$ cat config.mk
export PLATFORM = sky130hd
export DESIGN_NAME = regfile_write_arbiter
export DESIGN_NICKNAME = d
export VERILOG_FILES = /design/src/rtl/regfile_write_arbiter_pkg.sv /design/src/rtl/regfile_write_arbiter_rr_arbiter.sv /design/src/rtl/regfile_write_arbiter.sv
export SDC_FILE = /design/constraint.sdc
export NUM_CORES = 1
export LEC_CHECK = 0
export ABC_AREA = 1
export CORE_MARGIN = 10
export CORE_UTILIZATION = 30
export DETAILED_ROUTE_END_ITERATION = 8
export HOLD_SLACK_MARGIN = 0.03
export SKIP_CTS_REPAIR_TIMING = 1
export SYNTH_ARGS = -nofsm -noshare
export SYNTH_HDL_FRONTEND = slang
export SYNTH_SLANG_ARGS = --single-unit
$ cat constraint.sdc
create_clock -name clk -period 9.8 [get_ports clk]
set_clock_uncertainty 0.15 [all_clocks]
set_input_delay 2.94 -clock clk [delete_from_list [all_inputs] [get_ports clk]]
set_output_delay 2.94 -clock clk [all_outputs]
set_load 0.005 [all_outputs]
$ cat src/rtl/regfile_write_arbiter_pkg.sv
// Shared types and helpers for the register-file write arbiter.
// Provides the FSM state constants, the address-width helper and a one-hot decoder.
package regfile_write_arbiter_pkg;

  typedef logic [0:0] state_t;

  localparam state_t ST_SCRUB = 1'b0;
  localparam state_t ST_RUN   = 1'b1;

  localparam int unsigned MAX_AW    = 10;
  localparam int unsigned MAX_DEPTH = 1 << MAX_AW;

  function automatic int unsigned addr_w(input int unsigned depth);
    return (depth > 1) ? $clog2(depth) : 1;
  endfunction

  // Callers slice the low mem_depth bits of the result.
  function automatic logic [MAX_DEPTH-1:0] onehot(input int unsigned idx);
    logic [MAX_DEPTH-1:0] v;
    v = '0;
    if (idx < MAX_DEPTH) v[MAX_AW'(idx)] = 1'b1;
    return v;
  endfunction

endpackage

$ cat src/rtl/regfile_write_arbiter_rr_arbiter.sv
// Combinational round-robin arbiter: first set bit of occ_i at or above ptr_i, wrapping.
// Returns a one-hot grant and its index.
module rr_arbiter
  import regfile_write_arbiter_pkg::*;
#(
  parameter  int unsigned N  = 3,
  localparam int unsigned IW = addr_w(N)
) (
  input  logic [N-1:0]  occ_i,
  input  logic [IW-1:0] ptr_i,
  output logic [N-1:0]  grant_o,
  output logic [IW-1:0] grant_idx_o
);

  logic          found;
  int unsigned   j;
  logic [IW-1:0] jj;

  always_comb begin
    grant_o     = '0;
    grant_idx_o = '0;
    found       = 1'b0;
    j           = 0;
    jj          = '0;
    for (int unsigned k = 0; k < N; k++) begin
      j  = (32'(ptr_i) + k) % N;
      jj = IW'(j);
      if (!found && occ_i[jj]) begin
        found       = 1'b1;
        grant_o[jj] = 1'b1;
        grant_idx_o = jj;
      end
    end
  end

endmodule

$ cat src/rtl/regfile_write_arbiter.sv
// Shares the register-file write port between NUM_REQ writeback sources (one slot each,
// round-robin grant) and zero-scrubs every entry after reset or on clear_req.
module regfile_write_arbiter
  import regfile_write_arbiter_pkg::*;
#(
  parameter  int unsigned mem_width  = 32,
  parameter  int unsigned mem_depth  = 32,
  parameter  int unsigned NUM_REQ    = 3,
  parameter  bit          INIT_SCRUB = 1'b1,
  parameter  bit          ZERO_REG   = 1'b1,
  localparam int unsigned AW         = addr_w(mem_depth),
  localparam int unsigned IW         = addr_w(NUM_REQ)
) (
  input  logic                         clk,
  input  logic                         reset,
  input  logic [NUM_REQ-1:0]           req_valid,
  input  logic [NUM_REQ*AW-1:0]        req_addr,
  input  logic [NUM_REQ*mem_width-1:0] req_data,
  output logic [NUM_REQ-1:0]           req_ready,
  input  logic                         clear_req,
  output logic                         busy,
  output logic                         rf_we,
  output logic [mem_depth-1:0]         rf_wr_sel,
  output logic [mem_width-1:0]         rf_data_in
);

  state_t               state_q, state_d;
  logic [AW-1:0]        scrub_cnt_q, scrub_cnt_d;
  logic [IW-1:0]        rr_ptr_q, rr_ptr_d;
  logic                 clear_pend_q, clear_pend_d;
  logic [NUM_REQ-1:0]   occ_q, occ_d;
  logic [AW-1:0]        slot_addr_q [NUM_REQ];
  logic [AW-1:0]        slot_addr_d [NUM_REQ];
  logic [mem_width-1:0] slot_data_q [NUM_REQ];
  logic [mem_width-1:0] slot_data_d [NUM_REQ];

  logic                 run;
  logic [NUM_REQ-1:0]   grant_raw, grant, accept;
  logic [IW-1:0]        grant_idx;
  logic                 any_grant;
  logic [AW-1:0]        g_addr;
  logic [mem_width-1:0] g_data;
  logic [MAX_DEPTH-1:0] oh;

  assign run       = (state_q == ST_RUN);
  assign grant     = {NUM_REQ{run}} & grant_raw;
  assign any_grant = |grant;
  assign req_ready = {NUM_REQ{run & ~clear_pend_q & ~reset}} & (~occ_q | grant);
  assign accept    = req_valid & req_ready;
  assign busy      = ~run | (|occ_q) | clear_pend_q;
  assign g_addr    = slot_addr_q[grant_idx];
  assign g_data    = slot_data_q[grant_idx];

  rr_arbiter #(.N(NUM_REQ)) u_rr_arbiter (
    .occ_i       (occ_q),
    .ptr_i       (rr_ptr_q),
    .grant_o     (grant_raw),
    .grant_idx_o (grant_idx)
  );

  // Next state: slot refill/drain, pointer advance, scrub sweep and clear handling.
  always_comb begin
    state_d      = state_q;
    scrub_cnt_d  = scrub_cnt_q;
    rr_ptr_d     = rr_ptr_q;
    clear_pend_d = clear_pend_q;
    occ_d        = occ_q;
    slot_addr_d  = slot_addr_q;
    slot_data_d  = slot_data_q;

    for (int unsigned i = 0; i < NUM_REQ; i++) begin
      if (accept[i]) begin
        occ_d[i]       = 1'b1;
        slot_addr_d[i] = req_addr[i*AW +: AW];
        slot_data_d[i] = req_data[i*mem_width +: mem_width];
      end else if (grant[i]) begin
        occ_d[i] = 1'b0;
      end
    end

    if (any_grant) rr_ptr_d = IW'((32'(grant_idx) + 1) % NUM_REQ);

    case (state_q)
      ST_SCRUB: begin
        if (32'(scrub_cnt_q) == mem_depth - 1) begin
          state_d     = ST_RUN;
          scrub_cnt_d = '0;
        end else begin
          scrub_cnt_d = scrub_cnt_q + AW'(1);
        end
      end
      default: begin
        // Scrub only once nothing will remain in a slot after this edge.
        if (clear_req || clear_pend_q) begin
          if (occ_d == '0) begin
            state_d      = ST_SCRUB;
            scrub_cnt_d  = '0;
            clear_pend_d = 1'b0;
          end else begin
            clear_pend_d = 1'b1;
          end
        end
      end
    endcase
  end

  always_ff @(posedge clk or posedge reset) begin
    if (reset) begin
      state_q      <= INIT_SCRUB ? ST_SCRUB : ST_RUN;
      scrub_cnt_q  <= '0;
      rr_ptr_q     <= '0;
      clear_pend_q <= 1'b0;
      occ_q        <= '0;
      for (int unsigned i = 0; i < NUM_REQ; i++) begin
        slot_addr_q[i] <= '0;
        slot_data_q[i] <= '0;
      end
    end else begin
      state_q      <= state_d;
      scrub_cnt_q  <= scrub_cnt_d;
      rr_ptr_q     <= rr_ptr_d;
      clear_pend_q <= clear_pend_d;
      occ_q        <= occ_d;
      slot_addr_q  <= slot_addr_d;
      slot_data_q  <= slot_data_d;
    end
  end

  // Write-port mux; driven only from registered state so the file sees it stable by negedge.
  always_comb begin
    rf_we      = 1'b0;
    rf_wr_sel  = '0;
    rf_data_in = '0;
    oh         = onehot(run ? 32'(g_addr) : 32'(scrub_cnt_q));
    if (!reset) begin
      if (!run) begin
        rf_we     = 1'b1;
        rf_wr_sel = oh[mem_depth-1:0];
      end else if (any_grant) begin
        rf_data_in = g_data;
        if (!(ZERO_REG && g_addr == '0) && (32'(g_addr) < mem_depth)) begin
          rf_we     = 1'b1;
          rf_wr_sel = oh[mem_depth-1:0];
        end
      end
    end
  end

endmodule

==> impl_metrics.toml, run 1 <==
[cells_and_area]
num-nets-final = 1030
final_cell_area_um2 = 9066
drive_gt1_share_pct = 14.57
area_growth_pct = 40.78
antenna_cells = 0
seq_area_um2 = 3078
nFillCells = 2145
multi_input_area_um2 = 2895

[yosys]
syn-num-nets = 861
netlist_top_cells_count = "dfrtp_1, nand2_1, a21oi_1, nor2_1, inv_1"
synth-seq-cells = 123
ys.flop_type = "dfrtp_1"
syn_avg_cell_area_um2 = 8.726
yosys.area.top_type = "dfrtp_1"
ys_warn_count = 0
synthArstFlopShare_pct = 100.0
synth_top_area_share_pct = 47.79
synth_edf_count = 0
ys_seq_area_share_pct = 47.79
syn-instance-count = 738
synth_most_common_cell = "dfrtp_1"
synth.distinct_cells = 33
synth_area_leaders = "dfrtp_1, mux2_2, a21oi_1, nand2_1, nor2_1"
syn_area_um2 = 6440

[critical_path]
r2r-start = "rr_ptr_q[0]$_DFFE_PP0N_"
worstPathArrival_ns = 5.07
crit_top_cell = "clkdlybuf4s50_1"
critPathLaunch = "reset"
end_kind = "output pin"
r2r-end = "scrub_cnt_q[0]$_DFFE_PP0P_"
path_class = "input pin to output pin"
ff2ff_path_depth = 19
crit_fanout = 42
reg2reg_setup_slack_ns = 6.15
critPathCapture = "rf_wr_sel[21]"
worstPathCellList = "clkdlybuf4s50_1 > inv_4 > nand2_2 > nor2_1 > clkdlybuf4s50_1"
startpoint_type = "input pin"
slowest_delay_ns = 0.53
required_ns = 6.71
cpMaxStageDelayCell = "clkdlybuf4s50_1"

[timing]
min_period_ns = 8.160
finalHoldViolCount = 0
fmax_ghz = 0.1225
drv_slew = 0
final-setup-viol-count = 0
slew_headroom_pct = 41.61
worst_slew_pin_slew_ns = 0.8758
grt_setup_unrepaired = "false"
setup_tns_ns = 0
fin_crit_sh_pct = 83.27

[global_route]
top_usage_layer = "met2"
grt_use_met1_pct = 17.14
antenna_found_initial = 0
grt_max_degree = 76
grt_pass1_wl_um = 31210
grt.overflow.total = 0
use_met2_pct = 21.74
grtUsageTotal_pct = 13.85
grt_pass1_vias = 5595
grt_util_met3_pct = 5.931

[die]
dieHeight_um = 166.5
initial_core_util_pct = 30.54
die-area_um2 = 27730
die_w_um = 166.5
row_count = 53
core_area_um2 = 21090
pin_count = 186

[worst_hold_path]
min_path_cells = 1
hold_path.class = "register to register"

[cts]
cts_tree = "yes"
clock_sinks = 123
cts_root_buf = "clkbuf_16"
worstSkewPairLatency_ns = 0.41
cts_made_buffers = 17
ctsLongestPathBuffers = 2
h-tree-depth = 4
cts.clk_slew.worst_paths_ns = 0.06

[drt]
wl_per_cell_um = 16.06
drc = 0
first_iter_violations = 249
dr_total_vias = 5465
ant_nets = 0
drt_wl_total_um = 19190
drt-pass1-iter-count = 5
viasPerCell = 4.573

[power]
irDropWorstVdd_v = 0.0001688
power_leakage_nw = 4.015
p_per_area_nw_per_um2 = 307.0

[placement]
placed_area_um2 = 8464
gp_congestion = 0.7952
portBuffers = 185
dp.final_hpwl_um = 13600

[outcome]
status = "complete, no violations"

[flow_run]
drv_cap = 0
cell type report:
type                            instances  area share [%]
Clock buffer                           17           4.692
Timing Repair Buffer                  191           20.92
Multi-Input combinational cell        508           31.93
Clock inverter                         15           1.946
Inverter                               66           2.760
Sequential cell                       123           33.95
Tap cell                              275           3.795
power by group:
part / total (mW) / switching, mW / leakage, nW / internal [mW]
Clock: 0.641 / 0.257 / 0.290 / 0.384
Sequential: 0.854 / 0.114 / 1.46 / 0.740
Combinational: 1.29 / 0.804 / 2.27 / 0.485
Total: 2.78 / 1.17 / 4.01 / 1.61
logic make-up (layout without fill, tap and decap cells):
group	count (synthesis)	count (layout)	synth area share, %
adders and majority gates	6	6	1.166
AOI/OAI and AO/OA	156	156	12.71
and+or+nand+nor	276	276	18.65
buffers and inverters	107	289	7.480
muxes	69	69	12.07
xor gates and xnor gates	1	1	0.1360
DFF	123	123	47.79
layout by cell type, fill, tap and decap left out, types with 5 or more instances in the layout:
cell type and n:
inv_2 5, mux2_1 9, o21ai_0 35, nand2_1 115, nand3_1 49, buf_4 6
a21oi_1 109, inv_1 60, dfrtp_1 123, nand3_2 5, clkdlybuf4s50_1 185, clkbuf_16 17
o21ai_2 8, nor2_2 7, nor2_1 85, ha_1 6, inv_6 7, mux2_2 60
how the worst min path moves through the flow:
stage | start | endpoint | slack [ns]
floorplan | slot_addr_q[0]$_DFFE_PP0P_ | slot_addr_q[0]$_DFFE_PP0P_ | 0.31
global placement | slot_data_q[14]$_DFFE_PP0P_ | slot_data_q[14]$_DFFE_PP0P_ | 0.32
detailed placement | slot_data_q[1]$_DFFE_PP0P_ | slot_data_q[1]$_DFFE_PP0P_ | 0.33
CTS | slot_data_q[1]$_DFFE_PP0P_ | slot_data_q[1]$_DFFE_PP0P_ | 0.35
global route | slot_data_q[6]$_DFFE_PP0P_ | slot_data_q[6]$_DFFE_PP0P_ | 0.35
finish | slot_data_q[14]$_DFFE_PP0P_ | slot_data_q[14]$_DFFE_PP0P_ | 0.34
metal layers:
layer | vias up | share of wire (%) | wire, µm
met2 | 158 | 46 | 8888
met5 | - | 0 | 0
met4 | 0 | 1.2 | 225
li1 | 2782 | - | -
met3 | 19 | 8.3 | 1591
met1 | 2506 | 44 | 8481
sequential cells by signal, indices dropped and copies added, names as in the netlist:
name / flops
slot_addr_q: 15
rr_ptr_q: 2
run: 1
clear_pend_q: 1
scrub_cnt_q: 5
slot_data_q: 96
occ_q: 3
worst max-delay path, delay by kind of cell:
kind	cells	cell delay, ns
and+or+nand+nor	2	0.68
buffers and inverters	3	1.40
metrics by stage:
stage | instances | util [%] | hold slack, ns | worst slack (ns) | total power [mW]
2_1_floorplan | 738 | - | 0.3146 | 0.2312 | 1.807
3_3_place_gp | 1163 | 40.14 | 0.3246 | 1.637 | 2.154
3_5_place_dp | 1163 | 40.14 | 0.3313 | 1.605 | 2.172
4_1_cts | 1195 | 42.99 | 0.3450 | 1.584 | 2.833
5_1_grt | 1195 | 42.99 | 0.3547 | 1.400 | 3.040
6_report | 1195 | 42.99 | 0.3413 | 1.640 | 2.783
(Power assumes the default switching activity.)
==> run 2, diff against run 1 <==
Clock period 9.8 ns to 8.5 ns, I/O delays scaled along.
==> run 2 against run 1 <==
  * Worst hold slack got worse by 0.0027 ns
  * Utilization fell by 0.077 points
  * First-iteration DRC count up 50%
  * Non-clock buffer count shrank 1
  * Cell area fell by 0.18%
  * Critical path depth up 1
  * Critical path type unchanged
==> impl_metrics.toml, run 2 (synthesis results as in run 1) <==
[timing]
setup_tns_ns = 0
drv_slew = 0
grt_setup_unrepaired = "false"
slew_headroom_pct = 28.27
finalHoldViolCount = 0
min_period_ns = 7.266
fmax_ghz = 0.1376
worst_slew_pin_slew_ns = 1.072
fin_crit_sh_pct = 85.48
final-setup-viol-count = 0

[cts]
clock_sinks = 123
cts.clk_slew.worst_paths_ns = 0.06
cts_tree = "yes"
cts_root_buf = "clkbuf_16"
cts_made_buffers = 17
h-tree-depth = 4
ctsLongestPathBuffers = 2
worstSkewPairLatency_ns = 0.41

[drt]
viasPerCell = 4.641
drc = 0
ant_nets = 0
first_iter_violations = 374
drt-pass1-iter-count = 4
dr_total_vias = 5537
wl_per_cell_um = 16.17
drt_wl_total_um = 19290

[cells_and_area]
finalNonFillerCells = 1193
registers.top_by_ff_count = "slot_data_q"
mostFrequentLayoutCell = "clkdlybuf4s50_1"
largest_reg_flops = 96
num-nets-final = 1029
antenna_cells = 0
drive_gt1_share_pct = 14.38
final_cell_mix = "clkdlybuf4s50_1, dfrtp_1, nand2_1"
final_cell_area_um2 = 9050
area_growth_pct = 40.53
reg_top3 = "slot_data_q x96, slot_addr_q x15, scrub_cnt_q x5"

[power]
pwr-share-clk_pct = 22.5
p_per_area_nw_per_um2 = 356.6
power_leakage_nw = 3.995
p_sw_share_pct = 42.35
irDropWorstVdd_v = 0.0001498
p_comb_share_pct = 47.0
p_int_mw = 1.860
seq_power_share_pct = 30.6
p_sw_mw = 1.367
p_total_mw = 3.227

[critical_path]
critPathCapture = "rf_data_in[2]"
required_ns = 5.80
crit_fanout = 32
critPathLaunch = "reset"
end_kind = "output pin"
worstPathArrival_ns = 4.57
r2r-end = "scrub_cnt_q[1]$_DFFE_PP0P_"
r2r-start = "rr_ptr_q[0]$_DFFE_PP0N_"
path_class = "input pin to output pin"
crit_top_cell = "clkdlybuf4s50_1"
startpoint_type = "input pin"
ff2ff_path_depth = 18
slowest_delay_ns = 0.51
reg2reg_setup_slack_ns = 4.99
cpMaxStageDelayCell = "clkdlybuf4s50_1"
worstPathCellList = "clkdlybuf4s50_1 > clkinvlp_4 > nand3_1 > buf_4 > a21oi_1 > clkdlybuf4s50_1"

[global_route]
grt_pass1_wl_um = 31160
grt.overflow.total = 0
grt_pass1_vias = 5622
antenna_found_initial = 0
grt_max_degree = 76
grtUsageTotal_pct = 13.78

[die]
core_area_um2 = 21090
pin_count = 186
initial_core_util_pct = 30.54
die-area_um2 = 27730
row_count = 53
dieHeight_um = 166.5
die_w_um = 166.5

[outcome]
status = "complete, no violations"

[placement]
dp.final_hpwl_um = 13790
portBuffers = 185
gp_congestion = 0.8709
placed_area_um2 = 8458
dpl.cell_count = 1162

[flow_run]
drv_cap = 0

[worst_hold_path]
hold_path.class = "register to register"
## run 2: changes by cell type in the layout (fill, tap and decap cells not counted), moves of 2 or more
cell | previous run | this run
inv_8 | 2 | 0
clkbuf_8 | 0 | 2
inv_6 | 7 | 3
clkinvlp_4 | 2 | 5
## run 2: layout make-up
class | count | area (µm²)
inverter | 66 | 251.5
timing repair buffer | 190 | 1889
fill | 2145 | 12040
sequential | 123 | 3078
clock inverter | 12 | 138.9
tap | 275 | 344.1
clock buffer | 19 | 452.9
multi-input combinational | 508 | 2895
## run 2: worst max-delay path: cells and delay by family
kind	cells	cell delay (ns)
compound gates	1	0.10
buf+inv	4	1.71
simple gates	1	0.20
## run 2: worst min-delay path by stage
stage / cells after the start / startpoint / endpoint / slack [ns]
floorplan: 1 / slot_addr_q[0]$_DFFE_PP0P_ / slot_addr_q[0]$_DFFE_PP0P_ / 0.31
global placement: 1 / slot_data_q[6]$_DFFE_PP0P_ / slot_data_q[6]$_DFFE_PP0P_ / 0.33
detailed placement: 1 / slot_data_q[0]$_DFFE_PP0P_ / slot_data_q[0]$_DFFE_PP0P_ / 0.33
CTS: 1 / slot_addr_q[1]$_DFFE_PP0P_ / slot_addr_q[1]$_DFFE_PP0P_ / 0.34
global route: 1 / slot_data_q[8]$_DFFE_PP0P_ / slot_data_q[8]$_DFFE_PP0P_ / 0.36
finish: 1 / slot_data_q[0]$_DFFE_PP0P_ / slot_data_q[0]$_DFFE_PP0P_ / 0.34
## run 2: power groups by stage
stage	combinational [mW]	sequential [mW]	clock [mW]
floorplan	1.13	0.952	0
global placement	1.53	0.986	0
detailed placement	1.54	0.997	0
CTS	1.54	0.987	0.747
global route	1.72	1.02	0.773
finish	1.52	0.986	0.725
## run 2: metal layers
layer | GRT usage [%] | up-vias | wire length, µm
met2 | 22.26 | 144 | 9119
li1 | - | 2773 | -
met1 | 16.41 | 2604 | 8370
met4 | 3.856 | 0 | 224
met5 | 0 | - | 0
met3 | 5.813 | 16 | 1571
## run 2: metrics by stage
stage	hold slack [ns]	utilization [%]	worst slack (ns)
final	0.3386	42.92	1.234
after global routing	0.3596	42.92	0.8128
after CTS	0.3444	42.92	1.163
after detailed placement	0.3313	40.11	1.169
after global placement	0.3255	40.11	1.155
after floorplan	0.3146	-	0.5896
==> run 3, diff against run 2 <==
Settings changed: CTS_CLUSTER_DIAMETER set to 100.
==> results of run 3 <==
Final layout, timing and power as in run 2 (identical DEF).
